File: config.mk
export PLATFORM = sky130hd
export DESIGN_NAME = execute_unit
export DESIGN_NICKNAME = d
export VERILOG_FILES = /design/src/rtl/execute_unit_pkg.sv /design/src/rtl/execute_unit_alu.sv /design/src/rtl/execute_unit.sv
export SDC_FILE = /design/constraint.sdc
export NUM_CORES = 1
export LEC_CHECK = 0
export CORE_UTILIZATION = 40
export CTS_BUF_LIST = sky130_fd_sc_hd__clkbuf_4 sky130_fd_sc_hd__clkbuf_8
export CTS_CLUSTER_SIZE = 12
export DETAILED_ROUTE_END_ITERATION = 6
export GPL_TIMING_DRIVEN = 0
export PLACE_DENSITY_LB_ADDON = 0.1
export SETUP_SLACK_MARGIN = 0.15
export SYNTH_ARGS = -nofsm -noshare
export SYNTH_HDL_FRONTEND = slang
export SYNTH_SLANG_ARGS = --single-unit
File: constraint.sdc
create_clock -name Clk_i -period 7.9 [get_ports Clk_i]
set_clock_uncertainty 0.1 [all_clocks]
set_input_delay 1.58 -clock Clk_i [delete_from_list [all_inputs] [get_ports Clk_i]]
set_output_delay 1.58 -clock Clk_i [all_outputs]
set_load 0.02 [all_outputs]
File: src/rtl/execute_unit_pkg.sv
// Shared definitions for the execute stage: opcodes, flag bit positions and FSM encoding.
package execute_unit_pkg;

    localparam int DATA_W = 16;
    localparam int ADDR_W = 3;

    localparam int FLAG_Z = 0;
    localparam int FLAG_N = 1;
    localparam int FLAG_C = 2;
    localparam int FLAG_V = 3;

    typedef enum logic [2:0] {
        OP_ADD = 3'd0,
        OP_SUB = 3'd1,
        OP_AND = 3'd2,
        OP_OR  = 3'd3,
        OP_XOR = 3'd4,
        OP_SHL = 3'd5,
        OP_SHR = 3'd6,
        OP_MUL = 3'd7
    } op_e;

    typedef enum logic [1:0] {
        ST_IDLE = 2'd0,
        ST_ITER = 2'd1,
        ST_WB   = 2'd2
    } state_e;

    function automatic logic is_shift(input op_e op);
        return (op == OP_SHL) || (op == OP_SHR);
    endfunction

endpackage

File: src/rtl/execute_unit_alu.sv
// Single-cycle ADD/SUB/AND/OR/XOR with carry and signed-overflow outputs.
module alu_core
    import execute_unit_pkg::*;
#(
    parameter int L = DATA_W
) (
    input  logic [2:0]   op_i,
    input  logic [L-1:0] a_i,
    input  logic [L-1:0] b_i,
    output logic [L-1:0] res_o,
    output logic         c_o,
    output logic         v_o
);

    logic         sub;
    logic [L-1:0] b_eff;
    logic [L:0]   sum;

    always_comb begin
        sub   = (op_e'(op_i) == OP_SUB);
        // Subtraction is a + ~b + 1, so carry out of 1 means no borrow.
        b_eff = sub ? ~b_i : b_i;
        sum   = {1'b0, a_i} + {1'b0, b_eff} + {{L{1'b0}}, sub};
        res_o = '0;
        c_o   = 1'b0;
        v_o   = 1'b0;
        case (op_e'(op_i))
            OP_ADD, OP_SUB: begin
                res_o = sum[L-1:0];
                c_o   = sum[L];
                v_o   = (a_i[L-1] == b_eff[L-1]) && (sum[L-1] != a_i[L-1]);
            end
            OP_AND:  res_o = a_i & b_i;
            OP_OR:   res_o = a_i | b_i;
            OP_XOR:  res_o = a_i ^ b_i;
            default: res_o = '0;
        endcase
    end

endmodule

File: src/rtl/execute_unit.sv
// Multi-cycle execute stage driving the register file; refresh-writes port A when idle.
//   state   | meaning
//   IDLE    | addresses follow SrcB/SrcC, waiting for Start
//   ITER    | one shift bit or one multiply step per cycle
//   WB      | result written to Dest, flags updated, Done pulses
module execute_unit
    import execute_unit_pkg::*;
#(
    parameter int L = DATA_W,
    parameter int A = ADDR_W
) (
    input  logic         Clk_i,
    input  logic         Reset_i,
    input  logic         Start_i,
    input  logic [2:0]   Op_i,
    input  logic [A-1:0] SrcB_i,
    input  logic [A-1:0] SrcC_i,
    input  logic [A-1:0] Dest_i,
    output logic [A-1:0] AddrA_o,
    output logic [A-1:0] AddrB_o,
    output logic [A-1:0] AddrC_o,
    input  logic [L-1:0] DataB_i,
    input  logic [L-1:0] DataC_i,
    output logic [L-1:0] InDataA_o,
    output logic [L-1:0] InNewFlags_o,
    output logic         UpdateFlags_o,
    output logic         Busy_o,
    output logic         Done_o
);

    localparam int SH_W  = $clog2(L);
    localparam int CNT_W = SH_W + 1;

    state_e           state_q, state_d;
    op_e              op_q, op_d;
    logic [A-1:0]     dest_q, dest_d;
    logic [A-1:0]     srcb_q, srcb_d;
    logic [A-1:0]     srcc_q, srcc_d;
    logic [L-1:0]     opb_q, opb_d;
    logic [L-1:0]     opc_q, opc_d;
    logic [2*L-1:0]   acc_q, acc_d;
    logic [CNT_W-1:0] cnt_q, cnt_d;
    logic             shc_q, shc_d;

    logic [L:0]       hi_sum;
    logic [L-1:0]     alu_res, res;
    logic             alu_c, alu_v, c_flag, v_flag, wb;
    logic [L-1:0]     flags;

    alu_core #(.L(L)) u_alu (
        .op_i  (op_q),
        .a_i   (opb_q),
        .b_i   (opc_q),
        .res_o (alu_res),
        .c_o   (alu_c),
        .v_o   (alu_v)
    );

    always_ff @(posedge Clk_i) begin
        if (Reset_i) begin
            state_q <= ST_IDLE;
            op_q    <= OP_ADD;
            dest_q  <= '0;
            srcb_q  <= '0;
            srcc_q  <= '0;
            opb_q   <= '0;
            opc_q   <= '0;
            acc_q   <= '0;
            cnt_q   <= '0;
            shc_q   <= 1'b0;
        end else begin
            state_q <= state_d;
            op_q    <= op_d;
            dest_q  <= dest_d;
            srcb_q  <= srcb_d;
            srcc_q  <= srcc_d;
            opb_q   <= opb_d;
            opc_q   <= opc_d;
            acc_q   <= acc_d;
            cnt_q   <= cnt_d;
            shc_q   <= shc_d;
        end
    end

    always_comb begin
        state_d = state_q;
        op_d    = op_q;
        dest_d  = dest_q;
        srcb_d  = srcb_q;
        srcc_d  = srcc_q;
        opb_d   = opb_q;
        opc_d   = opc_q;
        acc_d   = acc_q;
        cnt_d   = cnt_q;
        shc_d   = shc_q;
        // Multiply step: add multiplicand into the high half when the current opC bit is set.
        hi_sum  = {1'b0, acc_q[2*L-1:L]} + (acc_q[0] ? {1'b0, opb_q} : '0);

        unique case (state_q)
            ST_IDLE: begin
                if (Start_i) begin
                    op_d   = op_e'(Op_i);
                    dest_d = Dest_i;
                    srcb_d = SrcB_i;
                    srcc_d = SrcC_i;
                    opb_d  = DataB_i;
                    opc_d  = DataC_i;
                    acc_d  = {{L{1'b0}}, DataC_i};
                    shc_d  = 1'b0;
                    if (op_e'(Op_i) == OP_MUL) begin
                        cnt_d   = CNT_W'(L);
                        state_d = ST_ITER;
                    end else if (is_shift(op_e'(Op_i)) && (DataC_i[SH_W-1:0] != '0)) begin
                        cnt_d   = {1'b0, DataC_i[SH_W-1:0]};
                        state_d = ST_ITER;
                    end else begin
                        state_d = ST_WB;
                    end
                end
            end
            ST_ITER: begin
                cnt_d = cnt_q - CNT_W'(1);
                case (op_q)
                    OP_SHL: begin
                        shc_d = opb_q[L-1];
                        opb_d = {opb_q[L-2:0], 1'b0};
                    end
                    OP_SHR: begin
                        shc_d = opb_q[0];
                        opb_d = {1'b0, opb_q[L-1:1]};
                    end
                    default: acc_d = {hi_sum, acc_q[L-1:1]};
                endcase
                if (cnt_q == CNT_W'(1)) begin
                    state_d = ST_WB;
                end
            end
            ST_WB:   state_d = ST_IDLE;
            default: state_d = ST_IDLE;
        endcase
    end

    always_comb begin
        res    = alu_res;
        c_flag = alu_c;
        v_flag = alu_v;
        case (op_q)
            OP_SHL, OP_SHR: begin
                res    = opb_q;
                c_flag = shc_q;
                v_flag = 1'b0;
            end
            OP_MUL: begin
                res    = acc_q[L-1:0];
                c_flag = 1'b0;
                v_flag = |acc_q[2*L-1:L];
            end
            default: ;
        endcase
        flags         = '0;
        flags[FLAG_Z] = (res == '0);
        flags[FLAG_N] = res[L-1];
        flags[FLAG_C] = c_flag;
        flags[FLAG_V] = v_flag;
    end

    // Outside write-back (and throughout reset) port A rewrites the port-B register with itself.
    always_comb begin
        wb            = (state_q == ST_WB) && !Reset_i;
        AddrB_o       = (state_q == ST_IDLE) ? SrcB_i : srcb_q;
        AddrC_o       = (state_q == ST_IDLE) ? SrcC_i : srcc_q;
        AddrA_o       = wb ? dest_q : AddrB_o;
        InDataA_o     = wb ? res : DataB_i;
        InNewFlags_o  = wb ? flags : '0;
        UpdateFlags_o = wb && (dest_q != {A{1'b1}});
        Done_o        = wb;
        Busy_o        = (state_q != ST_IDLE);
    end

endmodule

==> impl_results.md, run 1 <==
- Outcome: finished clean
- Delay-heaviest family, CP: simple AND/OR/NAND/NOR gates
- CTS buffer count: 9
- Setup bufs post-CTS: 0
- Die Y: 134 um
- Synthesized area: around 6900 um2
- Setup Crit Path Kind: register to output pin
- Vias per inst: 5.75
- Initial antenna violation count: 0
- Crit. Startpoint: op_q[1]
- Tot Pwr: between 1 and 1.5 mW
- Worst ir drop on vdd: roughly 72 uV
- Crit path to: InNewFlags_o[0]
- Number of cell rows: 47
- CP Max Fanout: 10
- Core area: roughly 17000 um2
- Clock-pin slew on the worst setup and hold paths: 90 ps
- Avg Inst Size Synth: 7.32 um2
- Worst path cell trace: buf_6 > clkbuf_1 > inv_1 > nand2_1 > nor2_2 > clkbuf_2 > xnor2_1 > ha_1 > nand3b_1 > a31oi_1 > mux2i_1 > a221oi_1 > inv_1 > or4_1 > nor4_1 > and4_1 > clkdlybuf4s50_1
- Die W: 134 um
- Vias in the first global route: slightly below 7000
- Post-route setup TNS: 0 ps
- Mapped Cells: between 900 and 1000
- Starting DRT DRC Count: 584
- Clk Latency, worst-skew pair: 380 ps
- Max-cap violations: 0
- Met3 track demand over resource: 0.0540
- Avg WL per Cell: slightly below 20 um
- R2r worst-path depth: 11
- Final Non-Filler Cells: approximately 1300
- Cell area power density: 156 nW/um2
- Slew @ Worst Pin: approximately 910 ps
- Nets: 1162
- Max Slew Vio Count: 0
- Final Critical Period: 7420 ps
- Final Hold Vio Count: 0
- CP startpoint kind: register
- Boundary Pins: 91
- Most used cell, CP: inv_1
- Async set or reset register ratio after synthesis: 0
- Utilization after layout: 0.491
- Grt peak-use layer: met2
- Fin crit share: 0.939
- First-pass GRT wire length: 38.9 mm
- Initial Utilization: 0.413
- Met2 Usage GRT: 0.416
- Ratio of cells with drive above 1 in the final layout: 0.0447
- CP Capture Type: output pin
- CTS H-tree lvls: 3
- GRT Util Overall: 0.286
- Reg2reg start: acc_q[0]
- DR vias: between 7000 and 8000
- Hold Crit Class: register to register
- Crit path buf inv count: 6
- Largest net degree at the start of global routing: 16
- Grt ovf: 0
- Antenna Nets Post-Route: 0
- CTS tree: built
- Ys flop type: dfxtp_1
- CP Depth: 17
- Post-DP HPWL: 19.1 mm
- 1st-pass router iterations: 7
- M1 GR Usage: 0.411
- # setup viols final: 0
- Hold WS: between 300 and 400 ps
- Internal reg-to-reg setup slack: 4420 ps
- CTS max path bufs: 2
- Reg2reg end: acc_q[31]
- CTS root buf: clkbuf_8
- Slowest cell on crit path: clkdlybuf4s50_1
- Pleak: roughly 3.2 nW
- #FFs+latches synth: 84
- Netlist cell types: 65
- Sequential element share of the synthesized area: 0.243
- Sinks on Clock Net: 84
- Syn. warnings: 0
- Die ar.: 17800 um2
- # DRC: 0
- GP Congestion: 0.974
- Layout area overhead: 18.9%
- Max_slew headroom: 0.394
- RSZ-0062 raised after global routing: no
- Buffers added on ports: between 70 and 80
- Max Fclk: 135 MHz
- Total Wirelength: around 25 mm
- EDFF count, synth: 0
- CP required: 6220 ps
- Crit-path max cell delay: roughly 600 ps
- CP arrival: 5740 ps
- Inserted Diodes: 0
- Placed cells: 1255
-- cell type report --
cell class                 instances  area, um2
fill                            1754       8520
multi-input combinational        752       4780
sequential                        84       1680
timing repair buffer              78        781
buffer                            70        318
tap                              220        275
inverter                          51        191
clock buffer                      10        138
clock inverter                     6       71.3
-- synthesized netlist by cell type, types with 10 or more instances --
library cell	n	area, um2
clkbuf_1	52	195
dfxtp_1	84	1680
a22oi_1	18	135
nor2_1	67	251
a21oi_1	94	470
a211oi_1	10	75.1
inv_1	51	191
xnor2_1	28	245
and2_1	20	125
o211ai_1	34	255
a31oi_1	14	87.6
nand3_1	23	115
o21ai_0	23	115
buf_4	12	90.1
nand2_1	177	664
ha_1	67	838
a311oi_1	17	149
nor3_1	14	70.1
-- state kept, by name (all words and copies together) (netlist names) --
name and count:
acc_q 32, opb_q 16, opc_q 16, cnt_q 5
dest_q 3, op_q 3, srcb_q 3, srcc_q 3
state_q 2, shc_q 1
-- through the flow --
stage | setup slack (ps) | cell area (um2)
after global routing | 268 | 8240
after global placement | 506 | 8020
final | 482 | 8240
after floorplan | 2310 | 6970
after CTS | 374 | 8230
after detailed placement | 504 | 8020
-- placed cells by master, fill, tap and decap left out, types with 4 or more instances in the layout --
master,n
a21oi_1,94
xor2_1,9
o211ai_1,34
mux2i_1,4
nor4_1,7
o21ai_0,23
buf_1,4
nand3b_1,4
a221oi_1,5
dfxtp_1,84
inv_1,51
a31oi_1,14
a211oi_1,10
o21a_1,6
nand2_1,177
nand3_1,23
nor3_1,14
nor2_1,66
conb_1,12
and2_1,20
clkbuf_8,10
buf_4,12
nor2b_1,5
a311oi_1,17
nand2b_1,5
a22oi_1,18
clkbuf_1,51
a21o_1,8
ha_1,67
a22o_1,7
o22ai_1,6
mux2_2,9
xnor2_1,28
o22a_1,4
nand4_1,6
clkdlybuf4s50_1,78
-- worst min-delay path by stage --
stage | start | endpoint | slack (ps) | cells after the start
global placement | srcb_q[0] | srcb_q[0] | 340 | 2
detailed placement | srcc_q[1] | srcc_q[1] | 350 | 2
CTS | srcc_q[1] | srcc_q[1] | 360 | 2
finish | srcc_q[1] | srcc_q[1] | 360 | 2
global route | srcc_q[0] | srcc_q[0] | 380 | 2
floorplan | srcb_q[0] | srcb_q[0] | 330 | 2
-- kinds of logic (layout without fill, tap and decap cells) --
logic type | Yosys count | after routing | synth area share
other | 1 | 12 | 0.000541
AO/OA/AOI/OAI | 277 | 277 | 0.267
adder cells (fa/ha/maj) | 70 | 70 | 0.128
XOR/XNOR | 37 | 37 | 0.0468
AND/OR/NAND/NOR | 343 | 343 | 0.220
flip-flops | 84 | 84 | 0.243
buffers and inverters | 121 | 215 | 0.0734
multiplexers | 13 | 13 | 0.0204
-- worst min-delay path, cell delays in order (launching register included) --
cell     delay, ps
dfxtp_1        320
nand2_1         50
a21oi_1         50
-- metal layers --
layer  up-vias  part of all wire
met1      3408              0.47
li1       3558                 -
met4         0             0.032
met5         -                 0
met2       311              0.41
met3        37             0.086
-- power breakdown --
| part | total (mW) | internal [mW] | switching (mW) | leakage (nW) |
|---|---|---|---|---|
| Combinational | 0.437 | 0.173 | 0.264 | 2.46 |
| Clock | 0.347 | 0.158 | 0.189 | 0.0995 |
| Sequential | 0.497 | 0.453 | 0.0438 | 0.689 |
-- what timing repair did --
item,in CTS,in global routing
setup endpoints to repair,1,2
hold buffers,0,0
endpoints found under the hold margin,0,0
gates resized for setup,1,1
cloned,0,0
Note: power is estimated with default switching activity, not from simulation.
==> run 2, diff against run 1 <==
- GPL_TIMING_DRIVEN: 0 -> unset
- TNS_END_PERCENT: unset -> 50
==> run 2 against run 1 <==
Against the previous run:
- core utilization shrank 1.5 points
- sequential cell count is the same
- routed wire length shrank 9.9%
- clock power shrank 3%
- fmax grew 5.1%
- combinational power shrank 5.7%
- critical path depth is the same
- total power shrank 2.8%
==> impl_results.md, run 2 (synthesized netlist as in run 1, its figures left out) <==
- CTS tree: built
- Layout area overhead: 15.3%
- Crit path buf inv count: 5
- Max Fclk: 142 MHz
- Filler instances: approximately 1700
- Die W: 134 um
- Internal reg-to-reg setup slack: 3900 ps
- Post-DP HPWL: 16.3 mm
- CTS root buf: clkbuf_8
- DR vias: 6945
- Starting DRT DRC Count: 593
- Slowest cell on crit path: clkdlybuf4s50_1
- Biggest register: acc_q
- Hold Crit Class: register to register
- CP required: 6220 ps
- # setup viols final: 0
- Grt ovf: 0
- Antenna Nets Post-Route: 0
- 1st-pass router iterations: 6
- Fin crit share: 0.893
- Final Hold Vio Count: 0
- # DRC: 0
- Clock-pin slew on the worst setup and hold paths: ~100 ps
- Core area: 16800 um2
- Max_slew headroom: 0.235
- Inserted Diodes: 0
- CTS max path bufs: 2
- Worst path cell trace: inv_1 > buf_4 > nand2_1 > nor2_1 > buf_4 > xnor2_1 > inv_1 > fa_1 > nand3b_1 > a31oi_1 > o21ai_0 > o21a_1 > xnor2_1 > a211o_1 > nor4_1 > and4_1 > clkdlybuf4s50_1
- Setup bufs post-CTS: 0
- R2r worst-path depth: 7
- Worst ir drop on vdd: 86.4 uV
- Delay-heaviest family, CP: simple AND/OR/NAND/NOR gates
- Most frequent cells in the layout: nand2_1, a21oi_1, dfxtp_1
- GRT Util Overall: 0.256
- Crit path to: InNewFlags_o[0]
- CP Depth: 17
- Largest net degree at the start of global routing: between 80 and 90
- Nets: between 1000 and 1500
- Reg2reg end: acc_q[8]
- Vias in the first global route: around 6400
- First-pass GRT wire length: 35.5 mm
- Placed cells: between 1000 and 1500
- Placed Area: 7790 um2
- CP startpoint kind: register
- Outcome: finished clean
- CP Max Fanout: 21
- Ratio of cells with drive above 1 in the final layout: 0.0444
- Die ar.: 17800 um2
- Top Registers: acc_q x32, opb_q x16, opc_q x16
- Final Non-Filler Cells: 1211
- Max reg flops: 32
- Max-cap violations: 0
- CTS buffer count: 9
- Max Slew Vio Count: 0
- Clk Latency, worst-skew pair: 400 ps
- Sinks on Clock Net: 84
- GP Congestion: 0.947
- Design area: 7990 um2
- Reg2reg start: op_q[0]
- Utilization after layout: 0.477
- Initial antenna violation count: 0
- Total Wirelength: ~22 mm
- Initial Utilization: 0.413
- Leading cell type in the layout, fill and taps excluded: nand2_1
- # hold bufs at CTS: 0
- Die Y: 134 um
- Cell area power density: 156 nW/um2
- Slew @ Worst Pin: roughly 1100 ps
- Crit. Startpoint: op_q[2]
- CP arrival: between 5000 and 6000 ps
- Setup Crit Path Kind: register to output pin
- Vias per inst: 5.73
- Avg WL per Cell: 18.5 um
- Boundary Pins: 91
- Hold WS: about 360 ps
- RSZ-0062 raised after global routing: no
- CTS H-tree lvls: 3
- Post-route setup TNS: 0 ps
- Final Critical Period: 7060 ps
- Crit-path max cell delay: 610 ps
- Pleak: between 3 and 4 nW
- Number of cell rows: 47
- CP Capture Type: output pin
- Buffers added on ports: 78
- Resized Gates After CTS: 0
-- run 2: layout make-up --
type	count	area (um2)	share of cell area
clock inverters	7	76.3	0.00956
flip-flops and latches	84	1680	0.211
repair buffers	88	851	0.107
multi-input cells	752	4790	0.599
inverters	51	191	0.0240
clock buffers	9	124	0.0155
well taps	220	275	0.0345
-- run 2: power breakdown --
| group | switching [mW] | internal [mW] | total, mW | leakage [nW] |
|---|---|---|---|---|
| clock network | 0.188 | 0.148 | 0.335 | 0.0958 |
| registers | 0.0441 | 0.453 | 0.497 | 0.689 |
| logic | 0.247 | 0.165 | 0.412 | 2.36 |
| total | 0.479 | 0.766 | 1.24 | 3.15 |
-- run 2: metal layers --
metal,part of all wire,vias to the layer above,GRT usage
met1,0.48,3209,0.371
li1,-,3433,-
met5,0,-,0
met4,0.029,0,0.110
met3,0.086,37,0.0502
met2,0.40,266,0.365
-- run 2: worst min path at each step --
stage,startpoint,endpoint,slack (ps),cells after the start
final,srcc_q[0],srcc_q[0],360,2
after detailed placement,srcc_q[0],srcc_q[0],350,2
after floorplan,srcb_q[0],srcb_q[0],330,2
after global placement,srcb_q[0],srcb_q[0],340,2
after global routing,srcc_q[1],srcc_q[1],390,2
after CTS,srcb_q[2],srcb_q[2],360,2
-- run 2: worst register-to-register path, delay by kind of cell, from the launching register on --
kind	cells	cell delay [ps]
flops	1	350
simple gates	4	2130
xor+xnor	1	860
buf+inv	1	320
compound gates	1	70
-- run 2: metrics by stage --
step                      setup WS, ps  total power [mW]
final                              843              1.24
after global routing               458              1.31
after global placement            1410             0.915
after CTS                          887              1.25
after detailed placement          1340             0.913
after floorplan                   2310             0.771
==> run 3, diff against run 2 <==
- CAP_MARGIN: unset -> 20
==> run 3 against run 2 <==
Against the previous run:
- setup slack worse by 39 ps
- total power up 0.47%
- non-clock buffer count up 2
- critical path depth unchanged
- sequential cell count unchanged
- first-iteration DRC count up 4.6%
- worst hold slack better by 1.6 ps
- design area up 0.72%
- critical path type unchanged
- largest cell class unchanged
- largest power group unchanged
==> impl_results.md, run 3 (synthesized netlist as in run 1, its figures left out) <==
- Max-cap violations: 0
- Utilization after layout: 0.480
- Top Registers: acc_q x32, opb_q x16, opc_q x16
- CP required: 6220 ps
- Worst path cell trace: inv_1 > buf_4 > nand2_1 > nor2_1 > buf_4 > xnor2_1 > inv_1 > fa_1 > nand3b_1 > a31oi_1 > o21ai_0 > o21a_1 > xnor2_1 > a211o_1 > nor4_1 > and4_1 > clkdlybuf4s50_1
- Max_slew headroom: 0.305
- Clock-pin slew on the worst setup and hold paths: 100 ps
- Initial Utilization: 0.413
- 1st-pass router iterations: 5
- Die Y: 134 um
- Fin crit share: 0.898
- Boundary Pins: a little over 90
- Final Critical Period: a little over 7000 ps
- WL met3: between 1.5 and 2 mm
- Max Fclk: ~140 MHz
- Initial antenna violation count: 0
- Outcome: finished clean
- Clk Latency, worst-skew pair: approximately 400 ps
- CTS H-tree lvls: 3
- Die W: ~130 um
- Worst ir drop on vdd: between 80 and 90 uV
- CTS tree: built
- Avg WL per Cell: 18.4 um
- DR vias: 7015
- Starting DRT DRC Count: 620
- Post-DP HPWL: ~16 mm
- Most frequent cells in the layout: nand2_1, a21oi_1, dfxtp_1
- Layout area overhead: 16.2%
- Internal: 771 uW
- RSZ-0062 raised after global routing: no
- Highest metal used: met4
- Wl on met1: 10.8 mm
- Setup Crit Path Kind: register to output pin
- Tot Pwr: 1.25 mW
- First-pass GRT wire length: 35.5 mm
- # setup viols final: 0
- Buffers added on ports: 78
- # hold bufs at CTS: 0
- GRT Util Overall: 0.256
- CP Capture Type: output pin
- Leading cell type in the layout, fill and taps excluded: nand2_1
- CTS buffer count: 9
- Largest net degree at the start of global routing: 84
- Total Wirelength: between 20 and 25 mm
- Hold Path Origin: srcc_q[0]
- CP Max Fanout: 21
- Pleak: ~3.2 nW
- Sequential Power Share: 0.398
- Max Slew Vio Count: 0
- Post-route setup TNS: 0 ps
- CTS root buf: clkbuf_8
- Slew @ Worst Pin: between 1000 and 1500 ps
- Reg2reg start: acc_q[0]
- Max reg flops: 32
- Sw power: about 480 uW
- Setup bufs post-CTS: 0
- Crit-path max cell delay: slightly above 600 ps
- Ratio of cells with drive above 1 in the final layout: 0.0463
- Biggest register: acc_q
- Nets: 1104
- # DRC: 0
- Met2 routed wirelength: 9.08 mm
- GP Congestion: 0.947
- Die ar.: 17800 um2
- Vias in the first global route: 6399
- Grt ovf: 0
- CP arrival: 5420 ps
- Sinks on Clock Net: 84
- CTS max path bufs: 2
- CP startpoint kind: register
- Crit. Startpoint: op_q[2]
- Number of cell rows: 47
- Slowest cell on crit path: clkdlybuf4s50_1
- Combinational share of power: 0.335
- Hold path cells: 2
- Clk pwr share: 0.268
- Placed cells: 1195
- Final Hold Vio Count: 0
- Final Non-Filler Cells: 1214
- Core area: 16800 um2
- Antenna Nets Post-Route: 0
- Hold Crit Class: register to register
- R2r worst-path depth: 11
- Sw Ratio: 0.383
- Vias per inst: 5.78
- Resized Gates After CTS: 0
- Cell area power density: 155 nW/um2
==> run 3: cell types whose count changed in the layout (fill, tap and decap cells not counted) <==
cell     previous run  this run
buf_16              0         2
diode_2             0         1
==> run 3: through the flow <==
stage	setup WS, ps	hold WS, ps	area [um2]
3_3_place_gp	1410	344	7790
6_report	804	362	8040
2_1_floorplan	2310	334	6970
3_5_place_dp	1340	349	7790
4_1_cts	887	362	7990
5_1_grt	458	392	8040
==> run 3: layout make-up <==
class / count / area [um2]
tap: 220 / 275
antenna: 1 / 2.50
sequential: 84 / 1680
multi-input combinational: 752 / 4790
clock buffer: 9 / 124
timing repair buffer: 90 / 906
clock inverter: 7 / 76.3
inverter: 51 / 191
fill: 1702 / 8720
==> run 3: path summary, 6_finish.rpt <==
path / slack (ps) / to
worst min register to register: 360 / srcc_q[0]
worst max-delay path: 800 / InNewFlags_o[0]
worst max register to register: 4350 / acc_q[31]
worst min-delay path: 360 / srcc_q[0]
==> run 3: critical path: cells and delay by family, from the launching register on <==
kind	cells	cell delay, ps
compound gates	4	1080
buf+inv	5	1300
simple gates	5	1540
xor+xnor	2	330
flops	1	320
fa+ha+maj	1	420
==> run 3: power groups by stage <==
stage / combinational, mW / sequential, mW / clock (mW)
2_1_floorplan: 0.286 / 0.485 / 0
3_3_place_gp: 0.409 / 0.506 / 0
3_5_place_dp: 0.406 / 0.506 / 0
4_1_cts: 0.409 / 0.496 / 0.342
5_1_grt: 0.463 / 0.502 / 0.355
6_report: 0.419 / 0.497 / 0.335
==> run 3: per-layer routing <==
layer | vias up | GRT usage
met1 | 3237 | 0.371
met5 | - | 0
met4 | 0 | 0.110
met3 | 45 | 0.0502
met2 | 289 | 0.365
li1 | 3444 | -
